[config.mk]
export PLATFORM = sky130hd
export DESIGN_NAME = vram_port_arbiter
export DESIGN_NICKNAME = d
export VERILOG_FILES = /design/src/rtl/vram_port_arbiter.sv
export SDC_FILE = /design/constraint.sdc
export NUM_CORES = 1
export LEC_CHECK = 0
export ABC_AREA = 1
export ABC_CLOCK_PERIOD_IN_PS = 2170
export BUFFER_PORTS_ARGS = -buffer_cell sky130_fd_sc_hd__buf_2
export CAP_MARGIN = 20
export CORE_UTILIZATION = 40
export DETAILED_ROUTE_END_ITERATION = 12
export PLACE_DENSITY = 0.82
export SLEW_MARGIN = 5
export SYNTH_ARGS = -nofsm -noshare
export SYNTH_HDL_FRONTEND = slang
export SYNTH_SLANG_ARGS = --single-unit
export TNS_END_PERCENT = 10
[constraint.sdc]
create_clock -name clk -period 2.17 [get_ports clk]
set_clock_uncertainty 0.15 [all_clocks]
set_input_delay 0.3255 -clock clk [delete_from_list [all_inputs] [get_ports clk]]
set_output_delay 0.3255 -clock clk [all_outputs]
set_load 0.02 [all_outputs]
[src/rtl/vram_port_arbiter.sv]
// Framebuffer RAM port arbiter: scan-out (channel 0) owns the port outside the
// blanking window; inside it, channels 1..NUM_CH-1 share it round-robin with bounded bursts.
module vram_port_arbiter #(
  parameter int NUM_CH    = 2,
  parameter int AW        = 19,
  parameter int DW        = 16,
  parameter int FRAME_LEN = 1048576,
  parameter int WIN_START = 181440,
  parameter int BURST     = 64
) (
  input  logic                      clk,
  input  logic                      rstn,
  input  logic                      en,
  input  logic [NUM_CH-1:0]         req,
  input  logic [NUM_CH*AW-1:0]      addr_in,
  input  logic [NUM_CH*DW-1:0]      dwrite_in,
  input  logic [NUM_CH-1:0]         wr_in,
  output logic [NUM_CH-1:0]         gnt,
  output logic [AW-1:0]             addr,
  output logic [DW-1:0]             dwrite,
  output logic                      wr,
  output logic [$clog2(NUM_CH)-1:0] sel,
  output logic                      blank
);

  localparam int CW = $clog2(FRAME_LEN);
  localparam int SW = $clog2(NUM_CH);
  localparam int BW = $clog2(BURST + 1);

  // Owner encoding: IDLE means scan-out holds the port; any other value is OWN(k).
  localparam logic [SW-1:0] IDLE = '0;

  logic [CW-1:0] cnt;
  logic [SW-1:0] owner;
  logic [SW-1:0] rr_ptr;
  logic [BW-1:0] bcnt;
  logic [SW-1:0] nsel;
  logic          hold;
  logic          found;
  logic [SW:0]   idx;

  assign blank = (cnt >= CW'(WIN_START));
  assign hold  = (owner != IDLE) && req[owner] && (bcnt < BW'(BURST));

  // The choice is forced to scan-out while in reset so gnt shows channel 0 only.
  always_comb begin
    // NOTE: every signal assigned here gets a default first, so no path can infer a latch.
    nsel  = IDLE;
    found = 1'b0;
    idx   = '0;
    if (rstn && en && blank) begin
      if (hold) begin
        nsel  = owner;
        found = 1'b1;
      end else begin
        for (int k = 0; k < NUM_CH - 1; k++) begin
          idx = {1'b0, rr_ptr} + (SW+1)'(k);
          if (idx >= (SW+1)'(NUM_CH)) idx = idx - (SW+1)'(NUM_CH - 1);
          if (!found && req[idx[SW-1:0]]) begin
            nsel  = idx[SW-1:0];
            found = 1'b1;
          end
        end
      end
    end
  end

  always_comb begin
    gnt       = '0;
    gnt[nsel] = 1'b1;
  end

  always_ff @(posedge clk or negedge rstn) begin
    // NOTE: sequential state uses non-blocking assignments so every register samples pre-edge values.
    if (!rstn) begin
      cnt    <= '0;
      owner  <= IDLE;
      bcnt   <= '0;
      rr_ptr <= SW'(1);
      addr   <= '0;
      dwrite <= '0;
      wr     <= 1'b0;
      sel    <= '0;
    end else begin
      cnt    <= (cnt == CW'(FRAME_LEN - 1)) ? '0 : cnt + 1'b1;
      addr   <= addr_in[nsel*AW +: AW];
      dwrite <= dwrite_in[nsel*DW +: DW];
      wr     <= wr_in[nsel];
      sel    <= nsel;

      if (nsel == IDLE) begin
        owner <= IDLE;
        bcnt  <= '0;
      end else if (hold && nsel == owner) begin
        bcnt <= bcnt + 1'b1;
      end else begin
        // New owner, or expired burst re-granted to the same channel: restart the count.
        owner <= nsel;
        bcnt  <= BW'(1);
      end

      if (nsel != IDLE) begin
        rr_ptr <= (nsel == SW'(NUM_CH - 1)) ? SW'(1) : nsel + 1'b1;
      end
    end
  end

endmodule
Word level (Yosys, flattened, before mapping)
Cells that the tools add are included.
{"block": "word_totals", "register_bits": 65, "wordCells": 45, "out_inout_bits": 40, "input_bits": 77}
{"block": "classes", "mux": 18, "n_reduce_logical": 6, "shift": 2, "mul": 1, "n_addsub": 2, "magnitude_cmp": 6, "n_eq_ne": 3}
{"op": "$shiftx 38x7->19", "n": 1}
{"op": "$shiftx 32x6->16", "n": 1}
{"op": "$add 20x1->20 const B", "n": 1}
{"op": "$eq 20x20->1 const B", "n": 1}
{"op": "$ge 20x18->1 const B", "n": 1}
{"op": "$mux 20", "n": 1}
{"op": "$mux 1", "n": 14}
{"op": "$mux 7", "n": 2}
{"op": "$add 7x1->7 const B", "n": 1}
{"op": "$lt 7x7->1 const B", "n": 1}
{"op": "$logic_and 1x1->1", "n": 6}
{"op": "$lt 1x2->1 const B", "n": 3}
{"op": "$mul 1x5->6 const B", "n": 1}
{"op": "$ne 2x2->1 const B", "n": 1}
{"op": "$demux 1 s1", "n": 1}
{"op": "$eq 1x1->1", "n": 1}
{"op": "$ge 1x1->1 const B", "n": 1}

Longest topological paths before layout
Gate-level depths: netlist of the first run.
{"block": "logic_depth", "ltp_word": 15, "ltp_mapped": 10, "mapped_depth_nobuf": 9}

Worst setup path before layout of the first run
Ideal clock, no wire load.
{"block": "synth_path", "path_type": "register to output", "startpoint": "register cnt[12]", "endpoint": "output port gnt[1]", "path_stages_with_launch": 9, "path_slack_ns": 0.421, "arrival_ns": 1.273, "n_path_buf": 2, "cell_sequence": "dfrtp_1 > nor3_1 > nand2_1 > nand2_1 > nand2_2 > nand2_1 > buf_2 > inv_1 > buf_4"}
{"block": "synth_via", "elab_chain_cells": 7, "elab_cells_between_ends": 8, "classes_between": "order compare (3); mux (3); reduce/logical (2)"}
{"element": "from (decl)", "line": "33", "rtl": "logic [CW-1:0] cnt;"}
{"element": "from (signal assigned)", "line": "85", "rtl": "cnt <= (cnt == CW'(FRAME_LEN - 1)) ? '0 : cnt + 1'b1;"}
{"element": "$ge 20x18->1 (*)", "line": "42", "rtl": "assign blank = (cnt >= CW'(WIN_START));"}
{"element": "$logic_and 1x1->1 (*)", "line": "51", "rtl": "if (rstn && en && blank) begin"}
{"element": "$mux 1 (*)", "line": "51"}
{"element": "net nsel", "line": "37", "rtl": "logic [SW-1:0] nsel;"}
{"element": "$lt 1x2->1 (not written as such) / $ge 1x1->1 (equally long branches)", "line": "70", "rtl": "gnt[nsel] = 1'b1;"}
{"element": "$logic_and 1x1->1 (not written as such)", "line": "70"}
{"element": "$mux 1 (not written as such)", "line": "70"}
{"element": "$demux 1 s1 (*)", "line": "70"}
{"element": "to (decl)", "line": "18", "rtl": "output logic [NUM_CH-1:0] gnt,"}
Mark *: on every way through the listed nets, which the timed path passes. The rest lies on a longest branch.

Final worst setup path of the first run
{"block": "layout_path", "startpoint": "register cnt[7]", "endpoint": "output port gnt[1]"}
{"block": "layout_via", "elab_chain_cells": 7, "elab_cells_between_ends": 8, "classes_between": "order compare (3); mux (3); reduce/logical (2)"}
{"element": "$ge 20x18->1 (*)", "line": "42"}
{"element": "$logic_and 1x1->1 (*)", "line": "51"}
{"element": "$mux 1 (*)", "line": "51"}
{"element": "$lt 1x2->1 (not written as such) / $ge 1x1->1 (equally long branches)", "line": "70"}
{"element": "$logic_and 1x1->1 (not written as such)", "line": "70"}
{"element": "$mux 1 (not written as such)", "line": "70"}
{"element": "$demux 1 s1 (*)", "line": "70"}
Mark *: on every way between the ends. The rest lies on a longest branch, timed or not.

==> results.ini, run 1 <==
[layout]
area_growth_pct = 32.1
layout-drive-gt1-share = 0.312
antenna_cells = 0
final_util = 0.548
design_area_mm2 = 0.00348
fill_cells = 542
fin_nets = 521

[sta]
tightestPinTransition_ps = 679
finalCritPeriodShare = 0.957
fmax_ghz = 0.482
tns_ps = 0
slew_headroom = 0.548
setup_ws_ps = 93.3
hold_viol = 0
period_needed_ps = 2080
drv_slew = 0
setup_viol = 0

[worst_hold_path]
hp-start = dwrite_in[14]
min_path_type = in -> reg
worstHoldPathCells = 3

[yosys]
syn_area_mm2 = 0.00263
synth_xor_area_frac = 0.0266
synth_top_area_frac = 0.542
synthMuxAreaShare = 0
synthSimpleGateAreaFrac = 0.341
synth_area_leaders = dfrtp_1 (54%), nand2_1 (17%), nand3_1 (9.3%)
synth_top_family_by_area = simple AND/OR/NAND/NOR gates
synth_cell_types = 22
seq_area_frac_synth = 0.542
synth_compound_area_frac = 0.00903
syn-num-nets = 404
syn_inst = 325
yosys.area.top_type = dfrtp_1
yosys_register_bits = 57
avgSynthCellArea_um2 = 8.10
synth_fa_ha_area_frac = 0.00951
yosysWarnings = 0

[floorplanning]
die_x_um = 83.1
die_area_mm2 = 0.00691
fp.dieH_um = 83.1
initial_core_util = 0.414
core_mm2 = 0.00635
ioPinCount = 117
fp-row-count = 29

[power]
leakage_nw = 1.98
peakVddDrop_mv = 0.440
finalPower_w = 0.00228
power.density_mw_per_mm2 = 656

[route]
drtIter0Drc = 134
viasPerCell = 4.66
drtAntennaViolNets = 0
drc = 0
num_vias = 2439
wl_met1_mm = 2.62
highest_layer = met4
route.met3.wl_um = 397
wl_mm = 6.17
drt-pass1-iter-count = 4
met2WireLength_mm = 3.10
wl_per_cell_um = 11.8

[flow_run]
max-cap-violations = 0

[global_route]
grt_max_degree = 58
antenna_found_initial = 0
grt_pass1_wl_mm = 10.6
first_global_vias = 2440
overflow = 0
grt_util_all_layers = 0.194

[clock_network]
cts_root_buffer = clkbuf_8
clk_latency_ps = 320
cts.sinks = 57
tritoncts = done
numCtsBuffers = 9
clk_pin_slew_ps = 60
h-tree-depth = 3
cts.path.max_buffers = 2

[placement]
gp_congestion = 0.888
placed_cell_area_mm2 = 0.00325
pre_cts_ws_ps = 287
io_buffers = 115
dp_hpwl_mm = 4.65

[setup_path]
arrival_ps = 1600
start_kind = flip-flop
r2r_start = cnt[1]
crit_fanout = 12
criticalPathCategory = reg -> out
worstSetupEndpointType = output pin
cp_data_required_time_ps = 1690
startpoint = cnt[7]
ff2ff_path_depth = 6

[outcome]
status = complete, no violations

[registers in the layout (all words and copies together), names as in the netlist]
| signal | count |
|---|---|
| dwrite | 16 |
| addr | 19 |
| wr | 1 |
| sel | 1 |
| cnt | 20 |
[where the power goes]
group          internal (W)  switching [W]
registers           0.00110     0.00000838
clock network      0.000583       0.000384
logic             0.0000854       0.000124
total               0.00176       0.000517
[routing by layer]
| layer | GRT usage | vias up |
|---|---|---|
| li1 | - | 1240 |
| met1 | 0.230 | 1109 |
| met2 | 0.332 | 84 |
| met3 | 0.0646 | 6 |
| met4 | 0.0611 | 0 |
| met5 | 0 | - |
[cell usage in the layout, fill, tap and decap left out, types with 3 or more instances in the layout]
cell type | synthesis | layout
nand2_1 | 120 | 119
buf_2 | 6 | 114
dfrtp_1 | 57 | 57
nand3_1 | 49 | 49
nor2_1 | 32 | 32
inv_1 | 28 | 28
clkbuf_8 | 0 | 11
xor2_1 | 6 | 6
nor3_1 | 6 | 5
buf_4 | 1 | 3
[what timing repair did]
item                                    4_1_cts  5_1_grt
pin swaps                                     0        0
endpoints found under the setup margin        3        3
hold buffers                                  0        0
resized for setup                             0        8
setup buffers                                 0        0
[area by class of cell]
type	count	area (um2)	area share
flip-flops and latches	57	1430	0.410
multi-input cells	227	1030	0.296
repair buffers	119	624	0.180
clock buffers	12	155	0.0446
inverters	28	105	0.0302
well taps	77	96.3	0.0277
clock inverters	3	40.0	0.0115
[cell families after synthesis]
logic type | Yosys count
buf+inv | 41
simple gates | 213
xor+xnor | 8
fa+ha+maj | 2
compound gates | 4
flops | 57
[cell usage after synthesis]
cell      count
and3_1        1
buf_1         2
buf_2         6
buf_4         1
buf_6         3
clkbuf_1      1
dfrtp_1      57
ha_1          2
inv_1        28
nand2_1     120
nand2_2       2
nand3_1      49
nand4_1       1
nor2_1       32
nor2_4        1
nor3_1        6
nor3_4        1
o21ai_0       2
o21bai_1      1
o22ai_1       1
xnor2_1       2
xor2_1        6
[final timing paths]
check	slack (ps)	endpoint
max	90	gnt[1]
min	40	dwrite[14]
max reg2reg	290	cnt[19]
min reg2reg	320	cnt[0]
max in group asynchronous	1370	addr[1]
min in group asynchronous	60	cnt[7]
[through the flow]
stage / hold slack (ps) / instances
6_report: 41.4 / 523
5_1_grt: 42.2 / 523
4_1_cts: 29.2 / 523
3_5_place_dp: 310 / 508
3_3_place_gp: 295 / 508
2_1_floorplan: -120 / 325
[critical path, stage by stage, from the launching register on]
cell and delay (ps):
dfrtp_1 410, nand2_2 120, nand2_1 70, nand2_1 50, nand2_1 70, nand2_1 90
nand2_2 90, nand2_4 140, inv_1 70, buf_2 160
No activity file was read; power rests on OpenSTA's default activity.
==> run 2, diff against run 1 <==
- CTS_BUF_LIST: default -> sky130_fd_sc_hd__clkbuf_4 sky130_fd_sc_hd__clkbuf_8
- SKIP_LAST_GASP: default -> 1
==> run 2 against run 1 <==
  * Via count increased by 0.90%
  * Sequential power is essentially flat
  * Flip-flop and latch count stayed put
  * Sequential share of layout area is essentially flat
  * First-iteration DRC count fell by 16%
  * Clock-buffer cell count stayed put
  * Register-to-register slack better by 30 ps
  * Clock power increased by 2%
  * Combinational power about the same
  * Non-clock buffer count unchanged
  * Cell count unchanged
  * Critical endpoint is now blank
  * Largest power group unchanged
  * Highest routed layer unchanged
==> results.ini, run 2 (synthesis results as in run 1) <==
[power]
p_int_w = 0.00178  ; +0.71%
peakVddDrop_mv = 0.440  ; about the same
finalPower_w = 0.00230  ; +0.70%
leakage_nw = 1.99  ; +0.14%
p_sw_w = 0.000520  ; +0.67%
power.density_mw_per_mm2 = 661  ; +0.77%
seqPwrFrac = 0.481  ; -0.003
p_clk_frac = 0.428  ; +0.004
sw_frac_of_total = 0.226  ; about the same
pwr-share-comb = 0.091  ; about the same

[route]
drtAntennaViolNets = 0  ; unchanged
viasPerCell = 4.71  ; +0.90%
wl_per_cell_um = 11.8  ; +0.39%
drc = 0  ; unchanged
drtIter0Drc = 113  ; -16%
wl_mm = 6.20  ; +0.39%
drt-pass1-iter-count = 6  ; +2
num_vias = 2461  ; +0.90%

[placement]
io_buffers = 115  ; unchanged
placed_cells = 508  ; unchanged
dp_hpwl_mm = 4.65  ; unchanged
gp_congestion = 0.888  ; unchanged

[sta]
fmax_ghz = 0.472  ; -2.0%
finalCritPeriodShare = 0.976  ; +0.0194
hold_viol = 0  ; unchanged
tns_ps = 0  ; unchanged
period_needed_ps = 2120  ; +42.1 ps
slew_headroom = 0.548  ; about the same
tightestPinTransition_ps = 678  ; -0.105 ps
setup_viol = 0  ; unchanged
drv_slew = 0  ; unchanged
grt_setup_unrepaired = true

[layout]
antenna_cells = 0  ; unchanged
fill_cells = 545  ; +0.55%
layout-drive-gt1-share = 0.314  ; +0.00224
regMostFlops = cnt
fin_nets = 521  ; unchanged
area_growth_pct = 32.0  ; about the same
instances_no_fill = 523  ; unchanged
layout_commonest_cell = nand2_1
largestRegisters = cnt x20, addr x19, dwrite x16
final_cell_mix = nand2_1 (119), buf_2 (115), dfrtp_1 (57)
largest_reg_flops = 20  ; unchanged

[global_route]
grt_max_degree = 58  ; unchanged
first_global_vias = 2440  ; unchanged
grt_util_all_layers = 0.194  ; unchanged
overflow = 0  ; unchanged
grt_pass1_wl_mm = 10.6  ; unchanged
antenna_found_initial = 0  ; unchanged

[setup_path]
start_kind = flip-flop
arrival_ps = 1640  ; +40 ps
path_cells = nand2_2, nand2_1, nand2_1, nand2_1, nand2_1, nand2_2, buf_12, buf_2
worstSetupEndpointType = output pin
cp_common_cell = nand2_1
max_stage_delay_ps = 400  ; about the same
criticalPathCategory = reg -> out
crit_fanout = 37  ; +25
path_buf_inv = 2  ; unchanged
cp_top_family = simple AND/OR/NAND/NOR gates
cp_data_required_time_ps = 1690  ; about the same
slowest_stage = dfrtp_1

[worst_hold_path]
min_path_type = in -> reg

[clock_network]
cts_hold_buf = 0  ; unchanged
h-tree-depth = 3  ; unchanged
numCtsBuffers = 9  ; unchanged
cts.path.max_buffers = 2  ; unchanged
tritoncts = done
clk_latency_ps = 320  ; about the same
clk_pin_slew_ps = 60  ; about the same
cts_root_buffer = clkbuf_8
cts.sinks = 57  ; unchanged

[outcome]
status = complete, no violations

[floorplanning]
die_area_mm2 = 0.00691  ; unchanged
ioPinCount = 117  ; unchanged
core_mm2 = 0.00635  ; unchanged
initial_core_util = 0.414  ; unchanged
die_x_um = 83.1  ; unchanged
fp-row-count = 29  ; unchanged
fp.dieH_um = 83.1  ; unchanged

[flow_run]
max-cap-violations = 0  ; unchanged

-- run 2: cell types whose count changed in the layout (fill, tap and decap cells not counted) --
cell      previous run  this run
clkbuf_4             0         1
buf_2              114       115
buf_6                1         0
clkbuf_1             1         0
-- run 2: worst paths after layout --
path / slack, ps / cells after the start / end / from
worst max-delay path: 50 / 8 / blank / cnt[6]
worst min-delay path: 40 / 3 / dwrite[14] / dwrite_in[14]
worst max register to register: 320 / 6 / cnt[19] / cnt[0]
worst min register to register: 320 / 1 / cnt[0] / cnt[0]
max in group asynchronous: 1380 / 2 / addr[6] / rstn
min in group asynchronous: 50 / 2 / cnt[7] / rstn
-- run 2: power by group through the flow --
| stage | clock network, W | registers (W) | logic (W) |
|---|---|---|---|
| 2_1_floorplan | 0 | 0.00117 | 0.0000329 |
| 3_3_place_gp | 0 | 0.00112 | 0.000207 |
| 3_5_place_dp | 0 | 0.00112 | 0.000212 |
| 4_1_cts | 0.000997 | 0.00111 | 0.000212 |
| 5_1_grt | 0.00106 | 0.00111 | 0.000232 |
| 6_report | 0.000983 | 0.00111 | 0.000209 |
-- run 2: final cells by class --
class	count	area, um2	area share
multi-input cells	227	1030	0.296
repair buffers	119	618	0.178
inverters	28	105	0.0302
clock buffers	12	159	0.0457
well taps	77	96.3	0.0277
clock inverters	3	40.0	0.0115
flip-flops and latches	57	1430	0.411
-- run 2: layer usage --
metal	routed length, um	vias to the layer above	GRT usage
met5	0	-	0
met4	88	0	0.0611
met3	432	9	0.0646
met2	3080	87	0.332
met1	2600	1126	0.230
li1	-	1239	-
-- run 2: worst min-delay path, cell delays in order --
cell and delay [ps]:
buf_2 70, nand2_1 40, nand2_1 40
-- run 2: what timing repair did --
action | in CTS | in global routing
resized for setup | 0 | 6
endpoints found under the setup margin | 3 | 3
setup buffers | 0 | 0
-- run 2: per-stage QoR --
stage	worst slack [ps]	hold slack (ps)	area, um2	utilization
finish	51.2	40.0	3470	0.547
global route	-49.4	42.2	3470	0.547
CTS	-79.1	29.2	3450	0.543
detailed placement	287	310	3250	0.512
global placement	338	295	3250	0.512
floorplan	421	-120	2630	-
==> run 3, diff against run 2 <==
- ABC_CLOCK_PERIOD_IN_PS: 2170 -> 2640
- clock period: 2.17 -> 2.64 ns (I/O delays scaled with it)
==> run 3 against run 2 <==
  * Setup slack gained 270 ps
  * Highest routed layer unchanged
  * Sequential power shrank 18%
  * Non-clock buffer count is the same
  * Global-route usage shrank 0.65 points
  * Sequential share of layout area is the same
  * Flip-flop and latch count is the same
  * Worst hold slack gained 66 ps
  * Critical endpoint is now gnt[1]
  * Via count is essentially flat
==> results.ini, run 3 (synthesis results as in run 1) <==
[sta]
fmax_ghz = 0.432
period_needed_ps = 2310
finalCritPeriodShare = 0.877
hold_viol = 0  ; unchanged
hold_ws_ps = 106  ; +65.5 ps
drv_slew = 0  ; unchanged
setup_viol = 0  ; unchanged
slew_headroom = 0.544  ; -0.00397
tns_ps = 0  ; unchanged
grt_setup_unrepaired = false
tightestPinTransition_ps = 684  ; +5.96 ps

[setup_path]
startpoint = cnt[7]
slowest_stage = dfrtp_1
criticalPathCategory = reg -> out
crit_fanout = 12  ; -68%
cp_common_cell = nand2_1
arrival_ps = 1770  ; +130 ps
r2r_start = cnt[7]
max_stage_delay_ps = 400  ; about the same
path_cells = nand2_2, nand2_1, nand2_1, nand2_1, nand2_1, nand2_2, nand2_1, inv_1, buf_2
worstSetupEndpointType = output pin
start_kind = flip-flop
cp_data_required_time_ps = 2090  ; +400 ps

[global_route]
antenna_found_initial = 0  ; unchanged
busiest_layer = met2
grt_pass1_wl_mm = 10.2  ; -4.5%
first_global_vias = 2344  ; -3.9%
use_met3 = 0.0666  ; +0.00199
grt_util_all_layers = 0.187  ; -0.00646
use_met1 = 0.219  ; -0.0105
grt_max_degree = 58  ; unchanged
overflow = 0  ; unchanged
met2_usage = 0.311  ; -0.0201

[placement]
dp_hpwl_mm = 4.60  ; -1.2%
io_buffers = 115  ; unchanged
gp_congestion = 0.884  ; -0.38%

[layout]
regMostFlops = cnt
fill_cells = 560  ; +2.8%
largest_reg_flops = 20  ; unchanged
fin_nets = 521  ; unchanged
layout_commonest_cell = nand2_1
area_growth_pct = 32.0  ; unchanged
layout-drive-gt1-share = 0.311  ; -0.00294
final_cell_mix = nand2_1 (120), buf_2 (115), dfrtp_1 (57)
antenna_cells = 0  ; unchanged
largestRegisters = cnt x20, addr x19, dwrite x16

[clock_network]
tritoncts = done
cts_root_buffer = clkbuf_8
h-tree-depth = 3  ; unchanged
numCtsBuffers = 9  ; unchanged
cts_hold_buf = 0  ; unchanged
post_cts_resize_count = 0  ; unchanged
cts.path.max_buffers = 2  ; unchanged
clk_latency_ps = 330  ; about the same
cts_setup_buffers = 0  ; unchanged
clk_pin_slew_ps = 60  ; about the same
cts.sinks = 57  ; unchanged

[route]
drtAntennaViolNets = 0  ; unchanged
viasPerCell = 4.70  ; -0.11%
wl_per_cell_um = 11.4  ; -3.6%
drt-pass1-iter-count = 4  ; -2
drtIter0Drc = 172  ; +52%
wl_mm = 5.98  ; -3.4%
num_vias = 2463  ; +0.081%
drc = 0  ; unchanged

[power]
finalPower_w = 0.00198  ; -14%
sw_frac_of_total = 0.222  ; -0.00426
leakage_nw = 1.98  ; -0.33%
peakVddDrop_mv = 0.404  ; -8.1%
p_int_w = 0.00154  ; -14%
pwr-share-comb = 0.087  ; -0.004
p_clk_frac = 0.454  ; +0.026
p_sw_w = 0.000439  ; -16%
seqPwrFrac = 0.459  ; -0.022
power.density_mw_per_mm2 = 569  ; -14%

[floorplanning]
core_mm2 = 0.00635  ; unchanged
die_area_mm2 = 0.00691  ; unchanged
initial_core_util = 0.414  ; unchanged
ioPinCount = 117  ; unchanged
fp.dieH_um = 83.1  ; unchanged
die_x_um = 83.1  ; unchanged
fp-row-count = 29  ; unchanged

[flow_run]
max-cap-violations = 0  ; unchanged

[worst_hold_path]
min_path_type = in -> async

[outcome]
status = complete, no violations

run 3: cell types whose count changed in the layout (fill, tap and decap cells not counted), sizes merged:
cell,change
clkinv,+1
bufinv,+1
clkbuf,-1
run 3: worst max-delay path: cells and delay by family, from the launching register on:
family | cells | cell delay [ps]
simple gates | 7 | 760
buf+inv | 2 | 290
flops | 1 | 400
run 3: power by group through the flow:
| stage | logic, W | clock network (W) | registers [W] |
|---|---|---|---|
| 2_1_floorplan | 0.0000270 | 0 | 0.000962 |
| 3_3_place_gp | 0.000170 | 0 | 0.000923 |
| 3_5_place_dp | 0.000173 | 0 | 0.000924 |
| 4_1_cts | 0.000174 | 0.000916 | 0.000908 |
| 5_1_grt | 0.000189 | 0.000957 | 0.000910 |
| 6_report | 0.000171 | 0.000897 | 0.000908 |
run 3: metal layers:
| metal | wire length, um | vias up | share of wire |
|---|---|---|---|
| met3 | 416 | 7 | 0.070 |
| met4 | 78 | 0 | 0.013 |
| met1 | 2590 | 1122 | 0.43 |
| li1 | - | 1250 | - |
| met2 | 2900 | 84 | 0.49 |
| met5 | 0 | - | 0 |
run 3: area by class of cell:
cell class                 instances  area (um2)  share of cell area
clock buffer                      11         145              0.0418
clock inverter                     5        78.8              0.0227
inverter                          28         105              0.0302
multi-input combinational        227        1020               0.293
sequential                        57        1430               0.411
tap                               77        96.3              0.0277
timing repair buffer             119         606               0.174
run 3: worst paths after layout:
kind,end,slack (ps),depth (start not counted)
worst max-delay path,gnt[1],330,9
max in group asynchronous,cnt[13],1770,2
worst max register to register,addr[7],730,10
min in group clk,dwrite[14],110,3
worst min register to register,cnt[0],310,1
worst min-delay path,cnt[8],110,2
run 3: per-stage QoR:
stage	setup slack [ps]	utilization	instance area [um2]	std cells
after floorplan	821	-	2630	325
after global placement	693	0.512	3250	508
after detailed placement	666	0.512	3250	508
after CTS	301	0.547	3470	524
after global routing	137	0.547	3470	524
final	326	0.547	3470	524
